<file path="src/rtl/vga_ctrl.sv">
// 640x480@60 VGA timing generator: free-running beam counters, sync decode, and a
// pixel request port that runs one clock ahead of the visible beam.
module vga_ctrl #(
  parameter int H_SYNC   = 96,
  parameter int H_BACK   = 48,
  parameter int H_ACTIVE = 640,
  parameter int H_FRONT  = 16,
  parameter int V_SYNC   = 2,
  parameter int V_BACK   = 33,
  parameter int V_ACTIVE = 480,
  parameter int V_FRONT  = 10
) (
  input  logic        clk,
  input  logic        rst,
  input  logic [15:0] pix_data,
  output logic [9:0]  pix_x,
  output logic [9:0]  pix_y,
  output logic        hsync,
  output logic        vsync,
  output logic [15:0] rgb,
  output logic        rgb_valid,
  output logic        frame_start
);

  localparam int H_TOTAL = H_SYNC + H_BACK + H_ACTIVE + H_FRONT;
  localparam int V_TOTAL = V_SYNC + V_BACK + V_ACTIVE + V_FRONT;
  localparam int HA0     = H_SYNC + H_BACK;
  localparam int VA0     = V_SYNC + V_BACK;

  localparam logic [9:0] H_LAST    = 10'(H_TOTAL - 1);
  localparam logic [9:0] V_LAST    = 10'(V_TOTAL - 1);
  localparam logic [9:0] H_SYNC_W  = 10'(H_SYNC);
  localparam logic [9:0] V_SYNC_W  = 10'(V_SYNC);
  localparam logic [9:0] HA_FIRST  = 10'(HA0);
  localparam logic [9:0] HA_LAST   = 10'(HA0 + H_ACTIVE - 1);
  localparam logic [9:0] REQ_FIRST = 10'(HA0 - 1);
  localparam logic [9:0] REQ_LAST  = 10'(HA0 + H_ACTIVE - 2);
  localparam logic [9:0] VA_FIRST  = 10'(VA0);
  localparam logic [9:0] VA_LAST   = 10'(VA0 + V_ACTIVE - 1);
  localparam logic [9:0] NO_REQ    = 10'h3FF;

  logic [9:0] h_cnt;
  logic [9:0] v_cnt;
  logic       h_active;
  logic       h_req;
  logic       v_active;
  logic       pix_req;

  // Reset takes priority over the end-of-frame wrap so a restart always begins at 0,0.
  always_ff @(posedge clk) begin
    if (rst) begin
      h_cnt <= '0;
      v_cnt <= '0;
    end else if (h_cnt == H_LAST) begin
      h_cnt <= '0;
      v_cnt <= (v_cnt == V_LAST) ? 10'd0 : v_cnt + 10'd1;
    end else begin
      h_cnt <= h_cnt + 10'd1;
    end
  end

  // The request window is the active window shifted one clock earlier, matching
  // the single register stage inside the image generator.
  always_comb begin
    h_active = (h_cnt >= HA_FIRST) && (h_cnt <= HA_LAST);
    h_req    = (h_cnt >= REQ_FIRST) && (h_cnt <= REQ_LAST);
    v_active = (v_cnt >= VA_FIRST) && (v_cnt <= VA_LAST);
    pix_req  = h_req && v_active;

    hsync       = (h_cnt >= H_SYNC_W);
    vsync       = (v_cnt >= V_SYNC_W);
    rgb_valid   = h_active && v_active;
    frame_start = (h_cnt == 10'd0) && (v_cnt == 10'd0);
    pix_x       = pix_req ? (h_cnt - REQ_FIRST) : NO_REQ;
    pix_y       = pix_req ? (v_cnt - VA_FIRST) : NO_REQ;
    rgb         = rgb_valid ? pix_data : 16'h0000;
  end

endmodule

</file>
<file path="config.mk">
export PLATFORM = sky130hd
export DESIGN_NAME = vga_ctrl
export DESIGN_NICKNAME = d
export VERILOG_FILES = /design/src/rtl/vga_ctrl.sv
export SDC_FILE = /design/constraint.sdc
export NUM_CORES = 1
export LEC_CHECK = 0
export CAP_MARGIN = 10
export CORE_MARGIN = 2
export CORE_UTILIZATION = 25
export DETAILED_ROUTE_END_ITERATION = 8
export PLACE_DENSITY = 0.53
export SLEW_MARGIN = 5
export SYNTH_ARGS = -nofsm -noshare
export SYNTH_HDL_FRONTEND = slang
export SYNTH_SLANG_ARGS = --single-unit
</file>
<file path="constraint.sdc">
create_clock -name clk -period 2.15 [get_ports clk]
set_input_delay 0.5375 -clock clk [delete_from_list [all_inputs] [get_ports clk]]
set_output_delay 0.5375 -clock clk [all_outputs]
set_load 0.01 [all_outputs]
</file>
=== Yosys cells after proc, flatten, opt, wreduce, memory -nomap -nowiden ===
Index checks and enable logic that the tools add are counted.

* $add $sub $neg: 4
* Magnitude comparators: 8
* Equality and inequality tests: 2
* Multiplexer cells: 4
* Reductions and logical operators: 9

{| class="wikitable"
|+ Operators with widths
! operator !! count
|-
| $le 10x10->1 const B || 3
|-
| $mux 10 || 3
|-
| $add 10x1->10 const B || 2
|-
| $eq 10x10->1 const B || 2
|-
| $ge 10x8->1 const B || 2
|-
| $logic_not 10->1 || 2
|-
| $mux 16 || 1
|-
| $ge 10x2->1 const B || 1
|-
| $ge 10x6->1 const B || 1
|-
| $ge 10x7->1 const B || 1
|-
| $sub 10x6->10 const B || 1
|-
| $sub 10x8->10 const B || 1
|-
| $logic_and 1x1->1 || 6
|-
| $reduce_or 2->1 || 1
|}

* Register bits: 20
* Bits of input ports: 18

=== Depth between registers and ports, before layout ===
* Word-level depth: 4
* Mapped depth: 7
* Gate-level depth less buffers: 6

=== Worst setup path after synthesis ===
Ideal clock, no wire load.

* Path kind: register to output
* Start: register v_cnt[0]
* End: output pix_x[4]
* Arrival: 1634 ps
* Data required time: 1612 ps
* Slack: -21 ps
* Cell stages (with the launch flop): 8
* Path buffers: 2
* Path through: dfxtp_1 -> ha_1 -> buf_2 -> o41ai_2 -> o2bb2ai_1 -> a21oi_1 -> clkbuf_1 -> nand3_1

* Cells in the longest elaborated chain, start to end: 4

{| class="wikitable"
|+ RTL lines
! element !! line !! RTL
|-
| start: declaration || 43 || <nowiki>logic [9:0] v_cnt;</nowiki>
|-
| start signal: assignment || 56 || <nowiki>v_cnt <= (v_cnt == V_LAST) ? 10'd0 : v_cnt + 10'd1;</nowiki>
|-
| $ge 10x6->1 or $le 10x10->1 (tied branches) || 67 || <nowiki>v_active = (v_cnt >= VA_FIRST) && (v_cnt <= VA_LAST);</nowiki>
|-
| $logic_and 1x1->1 * || 67 ||
|-
| $logic_and 1x1->1 * || 68 || <nowiki>pix_req = h_req && v_active;</nowiki>
|-
| $mux 10 * || 74 || <nowiki>pix_x = pix_req ? (h_cnt - REQ_FIRST) : NO_REQ;</nowiki>
|-
| end: declaration || 16 || <nowiki>output logic [9:0] pix_x,</nowiki>
|}

Every way passes the cells marked *; elsewhere a longest branch is shown, timed or not.

=== Worst setup path in the final report ===
* Start: register v_cnt[6]
* End: output rgb[2]

* Cells in the longest elaborated chain, start to end: 4

{| class="wikitable"
|+ RTL lines
! element !! line !! RTL
|-
| $ge 10x6->1 or $le 10x10->1 (tied branches) || 67 ||
|-
| $logic_and 1x1->1 * || 67 ||
|-
| $logic_and 1x1->1 * || 72 || <nowiki>rgb_valid = h_active && v_active;</nowiki>
|-
| $mux 16 * || 76 || <nowiki>rgb = rgb_valid ? pix_data : 16'h0000;</nowiki>
|-
| end: declaration || 20 || <nowiki>output logic [15:0] rgb,</nowiki>
|}

Marked as above.

==> impl_metrics.ini <==
[status]
outcome = finished, violations left
violations = negative setup slack

[power]
p_seq_share_pct = 48.3
pwr-share-comb_pct = 12.1
p_per_area_nw_per_um2 = 236
pwr-share-clk_pct = 39.6
finalPower_w = 0.000778
power.leakage_nw = 1.35
total_switching_power_w = 0.000185
power.internal_w = 0.000593
netSwitchingFraction_pct = 23.8
ir_drop_mv = 0.260

[timing]
fmaxAchievable_mhz = 399
setup_ws_ps = -358
finClkSkew_ps = 6.97
min_period_over_period_pct = 117
tns_ps = -11110
slew_headroom_pct = 72.0
finalSetupViolCount = 39
rsz0062_at_grt = yes
worst_pin_slew_ps = 416
slew_viol_final = 0
fin_crit_ps = 2510
hold_viol_final = 0

[floorplan]
rows = 30
start_util_pct = 25.6
io_pins = 58
coreArea_um2 = 6760
die_h_um = 87.1
die_w_um = 87.1
fp.dieArea_um2 = 7590

[cells_and_area]
final_cell_area_um2 = 3300
drive_gt1_share_pct = 59.1
antenna_cells = 0
layout.nets = 361
fillerInstances = 664
fin_cells = 417
area_growth_pct = 91.1

[logic_synthesis]
seq_area_frac_synth_pct = 23.2
yosys_register_bits = 20
async_reset_ff_share_pct = 0
syn-cell-area_um2 = 1730
yosysWarnings = 0
synth_fp_nets = 237
synth_cells = 214
ys_types = 52
syn-mean-instance-area_um2 = 8.07
synthFlopType = dfxtp_1
synth-edff-count = 0

[placement]
dp_hpwl_mm = 4.22
dpl.cell_count = 387
io_buffers = 57
place_area_um2 = 2700
gp_congestion = 0.787
post-place-ws_ps = -452

[clock_tree]
cts.clk_slew.worst_paths_ps = 80
cts.path.max_buffers = 2
numCtsBuffers = 3
clkLatencyLatePin_ps = 270
htree_levels = 1
cts_sinks = 20
cts-root-buf = clkbuf_8
ctsHoldBuffers = 0
cts_tree = built

[critical_path]
crit_path_max_incr_delay_ps = 360
cp_max_fo = 8
worstPathCellList = nor4_4 > o211ai_1 > buf_4 > a221oi_4 > buf_6 > buf_16 > and2_4 > buf_6
reg2reg_slack_ps = 160
arrival_ps = 1970
cp-end-kind = primary output
worst_path_max_delay_cell = dfxtp_4
worstPathRequired_ps = 1610
cpMostUsedCell = buf_6
crit_type = reg2out
start_kind = flip-flop

[global_routing]
grt_pass1_vias = 1974
overflow = 0
grt_pass1_wl_mm = 9.38
antenna_found_initial = 0
track_usage_pct = 15.5
grt_max_degree = 14

[route]
routedWlPerCell_um = 14.3
viasPerCell = 4.87
drc_errors = 0
antenna_left = 0
drt-total-wl_mm = 5.95
dr.first_iter.drc_count = 50
first_pass_iters = 4
vias = 2031

[flow_run]
max_cap_violations = 0

[min_path]
hp-class = reg2reg
[registers in the layout (all words and copies together) (netlist names)]
signal  cells
h_cnt      10
v_cnt      10
[worst max-delay path, delay by kind of cell (launching register included)]
| family | cells | cell delay (ps) |
|---|---|---|
| compound gates | 2 | 400 |
| buf+inv | 4 | 530 |
| simple gates | 2 | 410 |
| flops | 1 | 360 |
[path summary, 6_finish.rpt]
kind              depth (start not counted)       end  startpoint
setup reg to reg                          7  v_cnt[7]    h_cnt[0]
hold reg to reg                           2  v_cnt[1]    v_cnt[1]
setup / recovery                          8    rgb[2]    v_cnt[6]
hold / removal                            2  v_cnt[1]    v_cnt[1]
[power groups by stage]
| stage | logic, W | registers (W) | clock network [W] |
|---|---|---|---|
| after floorplan | 0.0000261 | 0.000387 | 0 |
| after global placement | 0.0000831 | 0.000387 | 0 |
| after detailed placement | 0.0000834 | 0.000387 | 0 |
| after CTS | 0.0000862 | 0.000378 | 0.000306 |
| after global routing | 0.000102 | 0.000376 | 0.000322 |
| final | 0.0000941 | 0.000376 | 0.000308 |
[cell type report]
| type | instances | area (um^2) | area share [%] |
|---|---|---|---|
| sequential | 20 | 423 | 12.8 |
| inverter | 4 | 17.5 | 0.531 |
| tap | 80 | 100 | 3.03 |
| clock buffer | 4 | 55.1 | 1.67 |
| multi-input combinational | 168 | 1450 | 44.0 |
| timing repair buffer | 141 | 1250 | 38.0 |
[logic make-up (layout without fill, tap and decap cells)]
kind of cell,count (synthesis),count (layout),share of synthesized area [%]
AND/OR/NAND/NOR,109,109,37.8
AO/OA/AOI/OAI,35,35,15.6
buffers and inverters,26,149,10.1
flip-flops,20,20,23.2
XOR/XNOR,19,19,9.63
adder cells (fa/ha/maj),5,5,3.62
[cells in the final DEF, fill, tap and decap left out, drive strengths merged, types with 4 or more instances in the layout]
master         netlist  layout
o21ai                5       5
nand4                6       6
nor2                 8       8
nor3                13      13
and2                17      17
nand3               28      28
clkdlybuf4s50        0      17
ha                   5       5
nor4                 5       5
xnor2               12      12
nand2               11      11
inv                  4       4
or3                  6       6
clkbuf               7       8
a21oi               13      13
xor2                 7       7
dfxtp               20      20
buf                 15     119
[cells in the mapped netlist (2+ instances only)]
cell	number	area, um^2
inv_1	4	15.0
nand2_1	11	41.3
nand4_1	6	37.5
clkbuf_1	5	18.8
clkbuf_8	2	27.5
and2_1	17	106
or3_1	4	25.0
nor3_1	11	55.1
a21oi_1	12	60.1
or4_1	2	15.0
buf_4	3	22.5
nor4_1	4	25.0
xor2_1	7	61.3
dfxtp_1	20	400
o21ai_0	5	25.0
nand3b_1	3	22.5
o31ai_1	3	22.5
nor2_1	8	30.0
buf_6	5	56.3
a2111o_1	2	22.5
o211ai_1	2	15.0
nand3_1	27	135
buf_2	7	35.0
xnor2_1	12	105
ha_1	5	62.6
[per-stage QoR]
step | hold WS (ps) | utilization, %
2_1_floorplan | 481 | -
3_3_place_gp | 493 | 39.9
3_5_place_dp | 492 | 39.9
4_1_cts | 511 | 43.5
5_1_grt | 534 | 48.9
6_report | 515 | 48.9
[layer usage]
metal / part of all wire (%) / track usage, % / wire length (um)
met5: 0 / 0 / 0
met4: 1.2 / 4.62 / 74
met3: 6.2 / 2.56 / 366
met2: 48 / 26.9 / 2880
met1: 44 / 19.6 / 2620
[timing repair]
action / CTS / global route
pin swaps: 14 / 32
gates cloned: 2 / 4
setup endpoints to repair: 40 / 39
setup buffers: 13 / 10
resized for setup: 170 / 118
Note: power is estimated with default switching activity, not from simulation.
